--- src/rtl/spi_pkg.sv ---
// Shared state encoding, command codes and frame-length helper for the SPI register bank.
package spi_pkg;

  typedef enum logic [1:0] {
    IDLE  = 2'd0,
    SHIFT = 2'd1,
    CHECK = 2'd2
  } spi_state_e;

  localparam logic SPI_CMD_WRITE = 1'b1;
  localparam logic SPI_CMD_READ  = 1'b0;

  function automatic int frame_len(input int addr_w, input int data_w);
    return 1 + addr_w + data_w;
  endfunction

endpackage

--- src/rtl/spi_reg_bank_if.sv ---
// SPI pin bundle between host (master) and register-bank target (slave).
interface spi_reg_bank_if;
  logic sclk;
  logic sdi;
  logic cs_n;
  logic sdo;

  modport master (output sclk, output sdi, output cs_n, input sdo);
  modport slave  (input sclk, input sdi, input cs_n, output sdo);
endinterface

--- src/rtl/spi_sync.sv ---
// Multi-stage synchroniser for one asynchronous input, plus the preceding sample for edge detection.
module spi_sync #(
  parameter int   STAGES  = 2,
  parameter logic RST_VAL = 1'b0
) (
  input  logic clk,
  input  logic rst_n,
  input  logic d,
  output logic q,
  output logic q_prev
);

  logic [STAGES-1:0] chain;

  // NOTE: sequential state is written with <= so every flop samples the pre-edge value of its neighbour.
  always_ff @(posedge clk or negedge rst_n) begin
    if (!rst_n) begin
      chain  <= {STAGES{RST_VAL}};
      q_prev <= RST_VAL;
    end else begin
      chain  <= {chain[STAGES-2:0], d};
      q_prev <= chain[STAGES-1];
    end
  end

  assign q = chain[STAGES-1];

endmodule

--- src/rtl/spi_reg_bank.sv ---
// SPI mode-0 target giving read/write access to a bank of control registers via oversampled pins.
// Optional read-only status register at address NUM_REGS when SPI_STATUS_REG_EN is defined.
module spi_reg_bank
  import spi_pkg::*;
#(
  parameter int NUM_REGS    = 5,
  parameter int DATA_W      = 8,
  parameter int ADDR_W      = 7,
  parameter int SYNC_STAGES = 2
) (
  input  logic                       clk,
  input  logic                       rst_n,
  spi_reg_bank_if.slave              spi,
  output logic [NUM_REGS*DATA_W-1:0] regs_o,
  output logic [NUM_REGS-1:0]        wr_pulse_o,
  output logic                       err_o
);

  localparam int FL    = frame_len(ADDR_W, DATA_W);
  localparam int CNT_W = $clog2(FL + 2);
  localparam logic [CNT_W-1:0]  CNT_FULL   = CNT_W'(FL);
  localparam logic [CNT_W-1:0]  CNT_SAT    = CNT_W'(FL + 1);
  localparam logic [CNT_W-1:0]  CNT_ADDR   = CNT_W'(ADDR_W);
  localparam logic [CNT_W-1:0]  CNT_HDR    = CNT_W'(ADDR_W + 1);
  localparam logic [ADDR_W-1:0] NUM_REGS_A = ADDR_W'(NUM_REGS);

  spi_state_e        state;
  logic [CNT_W-1:0]  bit_cnt;
  logic [FL-1:0]     shift;
  logic [DATA_W-1:0] tx;
  logic [DATA_W-1:0] regs [NUM_REGS];
  logic [NUM_REGS-1:0] wr_pulse;
  logic              err;
  logic              start_pend;

  logic sclk_q, sclk_p, cs_q, cs_p, sdi_q, sdi_prev_unused;

  spi_sync #(.STAGES(SYNC_STAGES), .RST_VAL(1'b0)) u_sync_sclk (
    .clk(clk), .rst_n(rst_n), .d(spi.sclk), .q(sclk_q), .q_prev(sclk_p));
  spi_sync #(.STAGES(SYNC_STAGES), .RST_VAL(1'b1)) u_sync_cs (
    .clk(clk), .rst_n(rst_n), .d(spi.cs_n), .q(cs_q), .q_prev(cs_p));
  spi_sync #(.STAGES(SYNC_STAGES), .RST_VAL(1'b0)) u_sync_sdi (
    .clk(clk), .rst_n(rst_n), .d(spi.sdi), .q(sdi_q), .q_prev(sdi_prev_unused));

  logic sclk_rise, sclk_fall, cs_rise, cs_fall;
  assign sclk_rise = sclk_q & ~sclk_p;
  assign sclk_fall = ~sclk_q & sclk_p;
  assign cs_rise   = cs_q & ~cs_p;
  assign cs_fall   = ~cs_q & cs_p;

  // Incoming bit stream and the readback trigger on the edge that completes the address field.
  logic [FL-1:0]     shift_next;
  logic [ADDR_W-1:0] rb_addr;
  logic              rb_load;
  assign shift_next = {shift[FL-2:0], sdi_q};
  assign rb_addr    = shift_next[ADDR_W-1:0];
  assign rb_load    = (bit_cnt == CNT_ADDR) && (shift_next[ADDR_W] == SPI_CMD_READ);

  logic              frame_rw;
  logic [ADDR_W-1:0] frame_addr;
  logic [DATA_W-1:0] frame_data;
  logic              frame_full, wr_ok, rd_ok, rd_status, reject;
  assign frame_rw   = shift[FL-1];
  assign frame_addr = shift[DATA_W +: ADDR_W];
  assign frame_data = shift[DATA_W-1:0];
  assign frame_full = (bit_cnt == CNT_FULL);
  assign wr_ok      = frame_full && (frame_rw == SPI_CMD_WRITE) && (frame_addr < NUM_REGS_A);

`ifdef SPI_STATUS_REG_EN
  assign rd_status  = frame_full && (frame_rw == SPI_CMD_READ) && (frame_addr == NUM_REGS_A);
`else
  assign rd_status  = 1'b0;
`endif

  assign rd_ok  = (frame_full && (frame_rw == SPI_CMD_READ) && (frame_addr < NUM_REGS_A)) || rd_status;
  assign reject = !wr_ok && !rd_ok;

`ifdef SPI_STATUS_REG_EN
  logic              sticky_err;
  logic [DATA_W-2:0] err_cnt;
  logic [DATA_W-1:0] status_word;
  assign status_word = {sticky_err, err_cnt};

  // Cleared by a successful status read, otherwise counts rejected frames up to saturation.
  always_ff @(posedge clk or negedge rst_n) begin
    if (!rst_n) begin
      sticky_err <= 1'b0;
      err_cnt    <= '0;
    end else if (state == CHECK) begin
      if (rd_status) begin
        sticky_err <= 1'b0;
        err_cnt    <= '0;
      end else if (reject) begin
        sticky_err <= 1'b1;
        if (!(&err_cnt)) err_cnt <= err_cnt + 1'b1;
      end
    end
  end
`endif

  logic [DATA_W-1:0] rd_data;

  // NOTE: combinational blocks assign a default first so no path leaves rd_data holding state (no latch).
  always_comb begin
    rd_data = '0;
    for (int k = 0; k < NUM_REGS; k++) begin
      if (rb_addr == ADDR_W'(k)) rd_data = regs[k];
    end
`ifdef SPI_STATUS_REG_EN
    if (rb_addr == NUM_REGS_A) rd_data = status_word;
`endif
  end

  always_ff @(posedge clk or negedge rst_n) begin
    if (!rst_n) begin
      state      <= IDLE;
      bit_cnt    <= '0;
      shift      <= '0;
      tx         <= '0;
      start_pend <= 1'b0;
      wr_pulse   <= '0;
      err        <= 1'b0;
      // NOTE: the bank drives downstream control logic, so every entry is reset, not left as uninitialised memory.
      for (int k = 0; k < NUM_REGS; k++) regs[k] <= '0;
    end else begin
      wr_pulse <= '0;
      err      <= 1'b0;
      unique case (state)
        IDLE: begin
          tx <= '0;
          if (cs_fall || start_pend) begin
            state      <= SHIFT;
            bit_cnt    <= '0;
            shift      <= '0;
            start_pend <= 1'b0;
          end
        end
        SHIFT: begin
          if (cs_rise) begin
            state <= CHECK;
            tx    <= '0;
          end else if (sclk_rise) begin
            shift <= shift_next;
            if (bit_cnt != CNT_SAT) bit_cnt <= bit_cnt + 1'b1;
            if (rb_load) tx <= rd_data;
          end else if (sclk_fall && (bit_cnt > CNT_HDR)) begin
            // The first fall after the trigger keeps the MSB on sdo for the next host sample.
            tx <= tx << 1;
          end
        end
        CHECK: begin
          state      <= IDLE;
          start_pend <= cs_fall;
          if (wr_ok) begin
            for (int k = 0; k < NUM_REGS; k++) begin
              if (frame_addr == ADDR_W'(k)) begin
                regs[k]     <= frame_data;
                wr_pulse[k] <= 1'b1;
              end
            end
          end else if (reject) begin
            err <= 1'b1;
          end
        end
        default: state <= IDLE;
      endcase
    end
  end

  for (genvar k = 0; k < NUM_REGS; k++) begin : g_regs_out
    assign regs_o[k*DATA_W +: DATA_W] = regs[k];
  end

  assign wr_pulse_o = wr_pulse;
  assign err_o      = err;
  assign spi.sdo    = tx[DATA_W-1];

endmodule

--- src/flat_wrapper.sv ---
// flat-port wrapper written by rule: the top's interface ports become plain ports
module spi_reg_bank_flat import spi_pkg::*;
#(
  parameter int NUM_REGS    = 5,
  parameter int DATA_W      = 8,
  parameter int ADDR_W      = 7,
  parameter int SYNC_STAGES = 2
)
  (clk, rst_n, regs_o, wr_pulse_o, err_o, spi_sclk, spi_sdi, spi_cs_n, spi_sdo);
  spi_reg_bank_if spi_i ();
  input  logic clk;
  input  logic rst_n;
  output logic [NUM_REGS*DATA_W-1:0] regs_o;
  output logic [NUM_REGS-1:0] wr_pulse_o;
  output logic err_o;
  input wire logic [$bits(spi_i.sclk)-1:0] spi_sclk;
  input wire logic [$bits(spi_i.sdi)-1:0] spi_sdi;
  input wire logic [$bits(spi_i.cs_n)-1:0] spi_cs_n;
  output wire logic [$bits(spi_i.sdo)-1:0] spi_sdo;
  assign spi_i.sclk = spi_sclk;
  assign spi_i.sdi = spi_sdi;
  assign spi_i.cs_n = spi_cs_n;
  assign spi_sdo = spi_i.sdo;
  spi_reg_bank #(.NUM_REGS(NUM_REGS), .DATA_W(DATA_W), .ADDR_W(ADDR_W), .SYNC_STAGES(SYNC_STAGES)) u_core (.clk(clk), .rst_n(rst_n), .spi(spi_i), .regs_o(regs_o), .wr_pulse_o(wr_pulse_o), .err_o(err_o));
endmodule
--- config.mk ---
export PLATFORM = sky130hd
export DESIGN_NAME = spi_reg_bank_flat
export DESIGN_NICKNAME = d
export VERILOG_FILES = /design/src/rtl/spi_pkg.sv /design/src/rtl/spi_reg_bank_if.sv /design/src/rtl/spi_sync.sv /design/src/rtl/spi_reg_bank.sv /design/src/flat_wrapper.sv
export SDC_FILE = /design/constraint.sdc
export NUM_CORES = 1
export LEC_CHECK = 0
export ABC_CLOCK_PERIOD_IN_PS = 3200
export CAP_MARGIN = 20
export CELL_PAD_IN_SITES_DETAIL_PLACEMENT = 1
export CELL_PAD_IN_SITES_GLOBAL_PLACEMENT = 2
export CORE_MARGIN = 2
export CORE_UTILIZATION = 41
export CTS_CLUSTER_DIAMETER = 40
export CTS_CLUSTER_SIZE = 16
export DETAILED_ROUTE_END_ITERATION = 8
export PLACE_DENSITY_LB_ADDON = 0.1
export REMOVE_ABC_BUFFERS = 1
export SLEW_MARGIN = 10
export SYNTH_ARGS = -nofsm -noshare
export SYNTH_HDL_FRONTEND = slang
export SYNTH_SLANG_ARGS = --single-unit
--- constraint.sdc ---
create_clock -name clk -period 3.2 [get_ports clk]
set_input_delay 0.32 -clock clk [delete_from_list [all_inputs] [get_ports clk]]
set_output_delay 0.32 -clock clk [all_outputs]
set_load 0.01 [all_outputs]
==> impl_metrics.env <==
export IMPL_cellPowerDensity_mw_per_mm2=490
export IMPL_dr_pass1_iters=4
export IMPL_nFillCells=1035
export IMPL_routabilityCongestion=0.807
export IMPL_layout_common_cells="dfrtp_1 (83), clkdlybuf4s50_1 (50), mux2_2 (24)"
export IMPL_max_freq_ghz=0.411
export IMPL_outcome="finished clean"
export IMPL_p_leak_nw=2.18
export IMPL_ys_flop_type="dfrtp_1"
export IMPL_synthArstFlopShare=1.00
export IMPL_numCtsBuffers=9
export IMPL_crit_fanout=10
export IMPL_ys_ff_latch=86
export IMPL_root_buffer="clkbuf_8"
export IMPL_vias=2681
export IMPL_fin_nets=362
export IMPL_clk_latency_ps=360
export IMPL_drtIter0Drc=79
export IMPL_peakVddDrop_mv=0.265
export IMPL_setup_viol=0
export IMPL_syn_inst=305
export IMPL_area_growth_pct=20.0
export IMPL_yosys_warnings=0
export IMPL_wirelength_mm=10.3
export IMPL_ys_seq_area_frac=0.535
export IMPL_cts_tree="yes"
export IMPL_fp_dieW_um=103
export IMPL_final_common_cell="dfrtp_1"
export IMPL_gr_total_overflow=0
export IMPL_critical_path_max_stage_delay_ps=850
export IMPL_hold_path_class="flop to flop"
export IMPL_post_cts_buffers=0
export IMPL_drcViolationCount=0
export IMPL_endpoint_kind="flop"
export IMPL_finalHoldViolCount=0
export IMPL_fin_hold_ws_ps=369
export IMPL_synth_cell_types=58
export IMPL_crit_path_start_kind="flop"
export IMPL_io_buffers=51
export IMPL_critPathArrivalTime_ps=2680
export IMPL_grt_pass1_wl_mm=16.4
export IMPL_finClkSkew_ps=17.2
export IMPL_clockBufferDepth=2
export IMPL_cts_clk_slew_worst_paths_ps=100
export IMPL_tightest_slew_ps=935
export IMPL_drive_gt1_frac=0.223
export IMPL_maxCapViolCount=0
export IMPL_grt_max_degree=43
export IMPL_cp_required_ps=3440
export IMPL_dieArea_mm2=0.0106
export IMPL_grt_pass1_vias=2845
export IMPL_syn_area_mm2=0.00403
export IMPL_setup_tns_ps=0
export IMPL_crit_slowest_cell="or4b_1"
export IMPL_antenna_cells=0
export IMPL_rows=36
export IMPL_via_per_inst=5.45
export IMPL_slew_violations=0
export IMPL_detail_route_wl_per_cell_um=20.8
export IMPL_avgSynthCellArea_um2=13.2
export IMPL_critical_path_top_delay_family="simple AND/OR/NAND/NOR gates"
export IMPL_finalCriticalPeriod_ps=2440
export IMPL_ant_nets=0
export IMPL_htree_levels=3
export IMPL_dpl_hpwl_mm=7.03
export IMPL_timing_final_crit_share=0.761
export IMPL_ios=52
export IMPL_slew_headroom=0.372
export IMPL_coreArea_mm2=0.00964
export IMPL_cts_sinks=86
export IMPL_die_h_um=103
export IMPL_ctsHoldBuffers=1
export IMPL_critical_path_class="flop to flop"
export IMPL_ctsResizeCount=0
export IMPL_synth_edf_count=0
export IMPL_worst_path_buf_inv=0
export IMPL_track_usage=0.207
export IMPL_start_util=0.418
export IMPL_cp_cell_sequence="nor4_4, nand4_4, or4b_1, mux2_4"
export IMPL_fin_util=0.501
export IMPL_antenna_found_initial=0
export IMPL_grt_setup_unrepaired="false"
-- worst register-to-register path, delay by kind of cell (launching register included) --
kind	cells	cell delay, ps
flops	1	430
simple gates	3	1480
mux	1	420
-- final cells by class --
class,instances,area [um2],area share
clock buffers,10,128,0.0264
flip-flops and latches,86,2160,0.446
multi-input cells,190,1710,0.353
inverters,8,30.0,0.00621
repair buffers,59,571,0.118
well taps,133,166,0.0344
clock inverters,6,75.1,0.0155
-- cells by family (layout without fill, tap and decap cells) --
family          after synthesis  after routing  synth area share
compound gates               77             77             0.148
fa+ha+maj                     3              3           0.00932
buf+inv                      29             83            0.0422
flops                        86             86             0.535
mux                          46             46             0.143
simple gates                 64             64             0.122
-- metal layers --
layer	GRT usage	wire length, um	vias to the layer above	part of all wire
li1	-	-	1249	-
met4	0.0516	119	0	0.012
met1	0.305	5020	1373	0.49
met3	0.0325	275	10	0.027
met5	0	0	-	0
met2	0.322	4840	49	0.47
-- per-stage QoR --
step,instances,setup WS (ps),instance area (um2),power (mW)
after detailed placement,475,779,4620,1.59
final,492,765,4830,2.37
after CTS,492,767,4830,2.40
after global routing,492,565,4830,2.49
after floorplan,284,1010,3890,1.43
after global placement,475,803,4620,1.58
-- state kept, by name, indices dropped and copies added, names as in the netlist, 2 cells and up --
name                      flops
u_core.u_sync_cs.chain        2
u_core.u_sync_sclk.chain      2
u_core.shift                 16
u_core.bit_cnt                5
u_core.u_sync_sdi.chain       2
u_core.state                  2
u_core.tx                     8
u_core.wr_pulse_o             5
u_core.regs_o                40
-- synthesized netlist by cell type (all sizes together), types with 4 or more instances --
library cell,number,area share
a21o,9,0.017
a22o,16,0.035
a32o,7,0.017
buf,4,0.0078
clkbuf,14,0.020
dfrtp,83,0.52
inv,8,0.0075
mux2,39,0.12
mux2i,6,0.015
nand2,8,0.0075
nand2b,9,0.014
nand3,4,0.0050
nor2,10,0.0093
nor2b,4,0.0062
nor3,4,0.0050
nor4,6,0.020
nor4b,8,0.026
o21ai,14,0.017
o31ai,4,0.0075
-- power breakdown --
part	switching (mW)	leakage, nW	internal, mW
Combinational	0.236	0.903	0.134
Sequential	0.0744	1.17	1.12
Clock	0.424	0.0998	0.375
Total	0.735	2.18	1.63
-- final timing paths --
| path | from | endpoint | slack (ps) | cells after the start |
|---|---|---|---|---|
| worst min register to register | u_core.u_sync_cs.chain[0] | u_core.u_sync_cs.chain[1] | 370 | 0 |
| min in group asynchronous | rst_n | u_core.shift[1] | 500 | 2 |
| worst max register to register | u_core.shift[13] | u_core.regs_o[33] | 760 | 4 |
| worst min-delay path | u_core.u_sync_cs.chain[0] | u_core.u_sync_cs.chain[1] | 370 | 0 |
| worst max-delay path | u_core.shift[13] | u_core.regs_o[33] | 760 | 4 |
| max in group asynchronous | rst_n | u_core.u_sync_cs.chain[1] | 1930 | 3 |
No activity file was read; power rests on OpenSTA's default activity.
==> edit (same settings) <==
`DATA_W` is set to 8 in 2 places; all go to 4.
--- a/src/rtl/spi_reg_bank.sv
+++ b/src/rtl/spi_reg_bank.sv
@@ -6,3 +6,3 @@
   parameter int NUM_REGS    = 5,
-  parameter int DATA_W      = 8,
+  parameter int DATA_W      = 4,
   parameter int ADDR_W      = 7,
--- a/src/flat_wrapper.sv
+++ b/src/flat_wrapper.sv
@@ -4,3 +4,3 @@
   parameter int NUM_REGS    = 5,
-  parameter int DATA_W      = 8,
+  parameter int DATA_W      = 4,
   parameter int ADDR_W      = 7,
Interface: changed (resized regs_o); port bits go from 52 to 32. No check against the original RTL was run, so the function may have changed too.
==> edit against the original RTL <==
Clock power fell by 21%. Area after synthesis fell by 35%. Sequential cell count fell by 29. Total power fell by 26%. Maximum frequency rose by 15%. Critical path depth rose by 2. Setup slack improved by 0.33 ns. Design area fell by 34%. Wire length fell by 41%. Critical path type unchanged.
==> edit: results (changes against the original RTL) <==
- Global-route wire length before repair: 10,100 um (-39%)
- CP peak stage delay: 0.43 ns (-0.42 ns)
- Area of placed instances: 0.00300 sq mm (-35%)
- Detailed placer's ending HPWL: 4440 um (-37%)
- Normalized max-slew margin: 0.557 (+0.185)
- Cell types occupying the most area after synthesis: sky130_fd_sc_hd__dfrtp_1 (52%), sky130_fd_sc_hd__mux2_2 (8.2%), sky130_fd_sc_hd__a22o_1 (3.4%)
- Routed met3 length: 196 um (-29%)
- Hold Buf Count CTS: 0 (-1)
- Port Buffers: 31 (-39%)
- Synth cell count leaders: sky130_fd_sc_hd__dfrtp_1 (54), sky130_fd_sc_hd__mux2_2 (19), sky130_fd_sc_hd__a22o_1 (10)
- WL per Instance: 18.7 um (-10%)
- Termination of the worst setup path: u_core.regs_o[14]$_DFFE_PN0P_
- Largest fanout of any net on the critical path: 5 (-5)
- Max FFs per register: 20 (-50%)
- Depth of the worst register-to-register path: 6 (+2)
- Sequential share of the synthesized area: 0.548 (+0.0134)
- Reg-to-reg critical path endpoint: u_core.regs_o[14]$_DFFE_PN0P_
- Vias: 1,837 (-31%)
- Status: completed
- Worst min-delay path category: in -> async
- M1 WL: 2710 um (-46%)
- Overall Global Routing Usage: 0.186 (-0.0214)
- Hold WS: 0.0114 ns (-0.357 ns)
- Max stage delay cell, worst path: sky130_fd_sc_hd__nor4_4
- Worst flop-to-flop path startpoint: u_core.bit_cnt[1]$_DFFE_PN0P_
- Reg2reg setup slack: 1.09 ns (+0.33 ns)
- Latest clock arrival within the worst-skew pair: 0.33 ns (-0.03 ns)
- Fin nets: 251 (-31%)
- Total length of routed met2 wires: 3060 um (-37%)
- Filler Cells Inserted: 668 (-35%)
- Met1 routing resource usage after global routing: 0.243 (-0.0618)
- GPL Wtd Cong: 0.858 (+6.3%)
- Leakage power: 1.43 nW (-34%)
- Pin count of the biggest net entering global routing: 28 (-35%)
- Setup clock skew after layout: 0.00818 ns (-0.00899 ns)
- Clock transition time at the flip-flop clock pins of the worst setup and hold paths: 0.07 ns (-0.03 ns)
- Met2 Use GR: 0.299 (-0.0233)
- GR met3 Demand/Resource: 0.0386 (+0.00603)
==> edit: cell count changes after synthesis, sizes merged, moves of 4 or more <==
cell | unedited run | this run
dfrtp | 83 | 54
a22o | 16 | 12
a32o | 7 | 0
o31ai | 4 | 0
mux2 | 39 | 23
clkbuf | 14 | 9
a21o | 9 | 2
o21ai | 14 | 5
nor4b | 8 | 1
==> edit: stage by stage <==
| step | worst slack (ns) | power (mW) | std cells | utilization |
|---|---|---|---|---|
| 6_report | 1.09 | 1.74 | 325 | 0.509 |
| 5_1_grt | 0.981 | 1.84 | 325 | 0.509 |
| 3_5_place_dp | 1.14 | 1.13 | 309 | 0.481 |
| 4_1_cts | 1.10 | 1.76 | 325 | 0.509 |
| 2_1_floorplan | 1.35 | 1.02 | 198 | - |
| 3_3_place_gp | 1.20 | 1.10 | 308 | 0.477 |
==> edit: layout make-up <==
type / count / area, sq um / share of cell area
flip-flops and latches: 57 / 1430 / 0.450
multi-input cells: 134 / 1110 / 0.348
well taps: 77 / 96.3 / 0.0303
clock buffers: 12 / 135 / 0.0425
repair buffers: 34 / 340 / 0.107
inverters: 7 / 26.3 / 0.00826
clock inverters: 4 / 45.0 / 0.0142
==> edit: logic make-up after synthesis <==
group                    count (synthesis)  share of synthesized area
AND/OR/NAND/NOR                         59                      0.152
adder cells (fa/ha/maj)                  3                     0.0144
flip-flops                              57                      0.548
multiplexers                            31                      0.136
AO/OA/AOI/OAI                           41                      0.122
buffers and inverters                   18                     0.0274
==> edit: where the power goes <==
part | internal [mW] | switching, mW | leakage (nW)
Combinational | 0.110 | 0.148 | 0.573
Sequential | 0.768 | 0.0860 | 0.768
Clock | 0.356 | 0.272 | 0.0941
Total | 1.23 | 0.506 | 1.43
